==> config.mk <==
export PLATFORM = sky130hd
export DESIGN_NAME = icache_fill_port
export DESIGN_NICKNAME = d
export VERILOG_FILES = /design/src/rtl/icache_fill_port.sv
export SDC_FILE = /design/constraint.sdc
export NUM_CORES = 1
export LEC_CHECK = 0
export ABC_CLOCK_PERIOD_IN_PS = 3000
export CAP_MARGIN = 10
export CORE_ASPECT_RATIO = 1.25
export CORE_MARGIN = 3
export CORE_UTILIZATION = 40
export DETAILED_ROUTE_END_ITERATION = 10
export PLACE_DENSITY = 0.68
export RECOVER_POWER = 50
export SYNTH_ARGS = -nofsm -noshare
export SYNTH_HDL_FRONTEND = slang
export SYNTH_SLANG_ARGS = --single-unit
==> constraint.sdc <==
create_clock -name clk_in -period 3 [get_ports clk_in]
set_input_delay 0.45 -clock clk_in [delete_from_list [all_inputs] [get_ports clk_in]]
set_output_delay 0.45 -clock clk_in [all_outputs]
set_load 0.03 [all_outputs]
==> src/rtl/icache_fill_port.sv <==
// icache_fill_port
//   Services ICache miss requests. A 32-bit word read is broken into four
//   sequential byte reads on the byte-wide RAM bus. The bytes are assembled
//   little-endian, and the word is returned with a one-cycle valid pulse.
//
// Ports
//   clk_in         rising-edge clock
//   rst_in         asynchronous active-low reset
//   rdy_in         global ready; low freezes every register
//   clear          synchronous flush; aborts any request in progress
//   data_get_en    ICache miss request, held high until serviced
//   data_get_addr  byte address of the requested word
//   data_en_o      returned word valid (one-cycle pulse)
//   data_o         returned word
//   mem_grant      arbiter grants the RAM bus this cycle
//   mem_a          registered RAM byte address
//   mem_din        RAM read byte, valid one cycle after its address
//   if_busy        high whenever the port is not idle
module icache_fill_port #(
  parameter int ADDR_W = 32
) (
  input  logic              clk_in,
  input  logic              rst_in,
  input  logic              rdy_in,
  input  logic              clear,
  input  logic              data_get_en,
  input  logic [31:0]       data_get_addr,
  output logic              data_en_o,
  output logic [31:0]       data_o,
  input  logic              mem_grant,
  output logic [ADDR_W-1:0] mem_a,
  input  logic [7:0]        mem_din,
  output logic              if_busy
);

  typedef enum logic [1:0] {
    IDLE,
    FETCH,
    DONE
  } state_t;

  state_t      state;
  logic [31:0] base;      // latched request address
  logic [2:0]  iss;       // bytes issued, 0..4
  logic [2:0]  rcv;       // bytes captured, 0..4
  logic        pend;      // an address was issued onto mem_a this cycle
  logic        cap;       // mem_din holds the byte for last cycle's address
  logic [31:0] asm_word;  // partially assembled word; data_o is only
                          // written once all four bytes are in

  // The RAM answers one cycle after it sees mem_a, so the capture strobe is
  // the issue strobe delayed by one cycle. This also makes a stalled grant
  // capture the last issued byte exactly once.

  // NOTE: state registers use non-blocking assignments so every register
  // samples the values from before the edge, independent of statement order.
  always_ff @(posedge clk_in or negedge rst_in) begin
    if (!rst_in) begin
      state    <= IDLE;
      base     <= '0;
      iss      <= '0;
      rcv      <= '0;
      pend     <= 1'b0;
      cap      <= 1'b0;
      asm_word <= '0;
      mem_a    <= '0;
      data_o   <= '0;
    end else if (rdy_in) begin
      if (clear) begin
        // Abort: drop the in-flight byte; data_o keeps its last word.
        state <= IDLE;
        iss   <= '0;
        rcv   <= '0;
        pend  <= 1'b0;
        cap   <= 1'b0;
      end else begin
        cap <= pend;
        unique case (state)
          IDLE: begin
            if (data_get_en && mem_grant) begin
              state <= FETCH;
              base  <= data_get_addr;
              mem_a <= ADDR_W'(data_get_addr);
              iss   <= 3'd1;
              rcv   <= 3'd0;
              pend  <= 1'b1;
            end
          end

          FETCH: begin
            if (mem_grant && !iss[2]) begin
              mem_a <= ADDR_W'(base + 32'(iss));
              iss   <= iss + 3'd1;
              pend  <= 1'b1;
            end else begin
              pend  <= 1'b0;
            end

            if (cap) begin
              rcv <= rcv + 3'd1;
              if (rcv == 3'd3) begin
                data_o <= {mem_din, asm_word[23:0]};
                state  <= DONE;
              end else begin
                asm_word[8*rcv[1:0] +: 8] <= mem_din;
              end
            end
          end

          DONE: begin
            state <= IDLE;
            iss   <= '0;
            rcv   <= '0;
            pend  <= 1'b0;
          end

          default: state <= IDLE;
        endcase
      end
    end
  end

  assign data_en_o = (state == DONE) && !clear;
  assign if_busy   = (state != IDLE);

endmodule

; ---- Yosys cells after proc, flatten, opt, wreduce, memory -nomap -nowiden
; Cells that the tools add are included.
[classes]
addsub = 4
n_mul = 0
n_eq_ne = 9
order_cmp = 0
bitwise = 2
n_reduce_logical = 17
n_mux = 22
shifts = 2
div_mod_pow = 0
[op_table]
columns = cell, n
row1 = 32-bit 2-to-1 mux, 2
row2 = 32-bit case mux with 2 select lines, 1
row3 = 5-bit negation with 34-bit output, 1
row4 = "8-bit by 34-bit variable shift with 32-bit output, first input constant", 1
row5 = 8-bit by 34-bit variable part select with 32-bit output, 1
row6 = 32-bit by 3-bit adder with 32-bit output, 1
row7 = 32-bit bitwise mux, 1
row8 = 3-bit 2-to-1 mux, 6
row9 = 3-bit case mux with 3 select lines, 2
row10 = 4-bit AND reduction, 4
row11 = 5-bit AND reduction, 3
row12 = "3-bit inequality test, second input constant", 4
row13 = 2-bit 2-to-1 mux, 4
row14 = "3-bit by 1-bit adder with 3-bit output, second input constant", 2
row15 = 1-bit 2-to-1 mux, 4
row16 = "2-bit inequality test, second input constant", 2
row17 = 2-bit case mux with 2 select lines, 1
row18 = 2-bit nonzero test, 2
row19 = 4-bit nonzero test, 1
row20 = "3-bit by 2-bit == test with 1-bit output, second input constant", 1
row21 = 1-bit logical AND, 3
row22 = 1-bit case mux with 3 select lines, 1
row23 = 3-bit AND reduction, 1
row24 = "2-bit by 1-bit == test with 1-bit output, second input constant", 1
row25 = other kinds (4), 6
[totals]
input_bits = 46
mem_count = 0
ff_bits = 138
mem_bits_ro = 0
latch_bits = 0
ram_bits = 0

; ---- Logic depth before layout (Yosys ltp)
[depth]
depth_word = 5
depth_mapped = 9
ltp_nobuf = 7

; ---- Worst setup path after synthesis
; No wires, ideal clock.
[synth_timing]
path_type = register -> register
startpoint = register iss[0]
endpoint = register mem_a[22]
arrival_ns = 2.106
setup_slack_ns = 0.768
path_buffers = 1
setup_time_ns = 0.126
required_ns = 2.874
stages_incl_launch_ff = 9
cell_sequence = dfrtp_1 ha_1 fa_1 a21oi_1 or2_1 clkbuf_1 nor4_1 o311ai_1 nand2_1
[synth_via]
elab_chain_len = 3
[synth_rtl]
columns = item, line_no
row1 = from (decl), 44  ; logic [2:0] iss;
row2 = from (signal assigned), 93  ; iss <= iss + 3'd1;
row3 = 32-bit by 3-bit adder with 32-bit output, 92  ; mem_a <= ADDR_W'(base + 32'(iss));
row4 = 32-bit 2-to-1 mux, 91  ; if (mem_grant && !iss[2]) begin
row5 = 32-bit case mux with 2 select lines, 78  ; unique case (state)
row6 = to (signal assigned), 83  ; mem_a <= ADDR_W'(data_get_addr);
row7 = to (signal assigned), 92
row8 = to (decl), 31  ; output logic [ADDR_W-1:0] mem_a,
; Every way passes these cells. The select of a mux whose other input is x is not followed.
; A chain may end at the register's enable or synchronous reset.

; ---- Worst setup path in the final report
[layout_timing]
startpoint = register iss[0]
endpoint = register mem_a[24]
; Same word-level chain as after synthesis.

==> metrics.yaml <==
cells_and_area:
  final_nets: 765
  nFillCells: 1303
  diodes: 0
  area_growth_pct: 29.2
  finish.utilization: 0.536
  layout-drive-gt1-share: 0.162
global_routing:
  grt_max_degree: 54
  grt_usage: 0.187
  antenna_found_initial: 0
  overflow: 0
  first_global_vias: 5054
  grt_pass1_wl_um: 25900
critical_path:
  path_class: "reg2reg"
  crit_path_start: "iss[0]"
  setup.worst_path.start_class: "register"
  path_delay_family: "compound AO/OA/AOI/OAI gates"
  r2r_slack_ps: 520
  slowest_stage: "dfrtp_1"
  crit_chain: "ha_1 > fa_1 > a21oi_1 > or2_1 > buf_4 > o31ai_1 > a31oi_1 > mux2_2"
  worst-endpoint-required_ps: 3350
  r2r_end: "mem_a[24]"
  critPathMaxStageDelay_ps: 420
  r2r_start: "iss[0]"
  path_depth: 8
  arrival_ps: 2830
  crit_buf_inv: 1
  rr_worst_depth: 8
  endpoint: "mem_a[24]"
  cp_max_fo: 7
  endpoint_kind: "register"
clock_network:
  ctsHoldBuffers: 0
  ctsRootBufferMaster: "clkbuf_16"
  clk-insertion-delay-late_ps: 410
  path_clk_slew_ps: 60
  clock_path_buffers: 2
  cts_buffers: 17
  post_cts_buffers: 0
  cts_htree_levels: 4
  post_cts_resized: 0
  cts_tree: "done"
  clock-sinks: 130
floorplan:
  initial_core_util: 0.415
  rows: 50
  die_w_um: 118
  dieArea_sq_um: 17300
  fp.dieH_um: 146
  num_io_pins: 112
  core_area_sq_um: 15200
timing:
  worstMarginPinSlew_ps: 1270
  period_needed_ps: 2480
  rsz0062_at_grt: "false"
  skew_ps: 5.79
  worst_slack_ps: 525
  hold_viol: 0
  finalMaxSlewViolations: 0
  max_slew_margin: 0.150
  fmax_ghz: 0.404
  fin_hold_ws_ps: 311
  tns_ps: 0
  setup_viol: 0
  fin_crit_sh: 0.825
synthesis:
  synth_edf_count: 0
  synth_area_sq_um: 6310
  synth_warnings: 0
  syn_avg_cell_area_sq_um: 10.7
  synth_cell_types: 62
  netlist.area_leader.share: 0.516
  synth-main-ff-cell: "dfrtp_1"
  seq_area_frac_synth: 0.516
  synth_area_leaders: "dfrtp_1 (52%), mux2_2 (11%), nand2_1 (5.3%)"
  syn_nets: 651
  ys_seq_elements: 130
  post-synth-top-area-cell: "dfrtp_1"
  syn_inst: 590
  synthArstFlopShare: 1.00
run:
  drv_cap: 0
route:
  firstDrtPassIters: 5
  num_vias: 4880
  drt_wl_total_um: 15700
  vias_per_cell: 5.29
  wl_per_cell_um: 17.1
  drc: 0
  final_antenna_net_count: 0
  initialDrtViolationCount: 410
power_and_ir_drop:
  leakage_uw: 0.00356
  ir_worst_vdd_mv: 0.498
  power_uw: 7070
  power.density_nw_per_um2: 867
place:
  io_buffers: 111
  pre_cts_ws_ps: 453
  place_congestion: 0.832
  dpl.hpwl_um: 11000
hold_path:
  hp-class: "in2async"
run_status:
  outcome: "completed"
## logic make-up (layout without fill, tap and decap cells)
group,after synthesis,after routing,share of synthesized area
mux,67,67,0.118
simple gates,188,188,0.152
buf+inv,43,167,0.0353
fa+ha+maj,15,15,0.0310
xor+xnor,17,17,0.0236
flops,130,130,0.516
compound gates,130,130,0.124
## per-layer routing
| metal | wire length (um) | GRT usage |
|---|---|---|
| met5 | 0 | 0 |
| met4 | 194 | 0.0657 |
| met3 | 828 | 0.0504 |
| met2 | 7970 | 0.319 |
| met1 | 6750 | 0.228 |
## registers in the layout (all words and copies together), names as in the netlist
signal / cells
asm_word: 24
base: 32
cap: 1
data_o: 32
iss: 3
mem_a: 32
pend: 1
rcv: 3
state: 2
## worst register-to-register path, stage by stage, from the launching register on
cell and delay [ps]:
dfrtp_1 420, ha_1 230, fa_1 410, a21oi_1 420, or2_1 280, buf_4 200
o31ai_1 90, a31oi_1 190, mux2_2 170
## layout by cell type (no fill, tap or decap), drive strengths merged, types with 5 or more instances in the layout
cell	synthesis	final
nor4	7	7
o22ai	5	5
nor2	20	20
o21ai	66	66
clkbuf	17	29
buf	11	8
mux2i	7	7
dfrtp	130	130
nor2b	6	6
mux2	60	60
o31ai	6	6
inv	15	15
clkdlybuf4s50	0	82
dlygate4sd3	0	28
and4	5	5
ha	14	14
nor3	9	9
nand4	8	8
nand2	89	89
a21oi	24	24
and3	10	10
a31o	6	6
xnor2	14	14
or4	6	6
nand3	13	13
a21o	5	5
## cell usage after synthesis (all sizes together) (3+ instances only)
master,n
dfrtp,130
nor3,9
a31o,6
xnor2,14
nor2,20
buf,11
o21ai,66
and4,5
nor4,7
ha,14
o31ai,6
a21oi,24
mux2,60
inv,15
nand3,13
a21o,5
clkbuf,17
xor2,3
a31oi,3
o31a,3
or4,6
nor2b,6
nand2,89
nor3b,4
o22ai,5
mux2i,7
nand4,8
and3,10
nand2b,4
## metrics by stage
step           instance area, sq um  instances
2_1_floorplan                  6310        590
4_1_cts                        8190        922
3_5_place_dp                   7630        893
3_3_place_gp                   7630        893
5_1_grt                        8150        922
6_report                       8150        922
## final cells by class
class / count / area (sq um) / area share
flip-flops and latches: 130 / 3250 / 0.399
multi-input cells: 417 / 2840 / 0.348
repair buffers: 123 / 1180 / 0.145
clock buffers: 24 / 502 / 0.0616
well taps: 208 / 260 / 0.0320
inverters: 15 / 56.3 / 0.00691
clock inverters: 5 / 52.6 / 0.00645
## how the worst min path moves through the flow
stage / start / to / cells past startpoint
finish: rst_in / asm_word[13] / 1
detailed placement: asm_word[8] / asm_word[8] / 2
CTS: rst_in / asm_word[13] / 1
global route: rst_in / data_o[12] / 1
global placement: asm_word[7] / asm_word[7] / 2
floorplan: rst_in / asm_word[0] / 0
## report_power, final
part | total (uW) | switching [uW] | internal (uW)
logic | 2410 | 1350 | 1060
registers | 2700 | 464 | 2230
clock network | 1960 | 725 | 1230
Power figures use the tool's default switching activity.
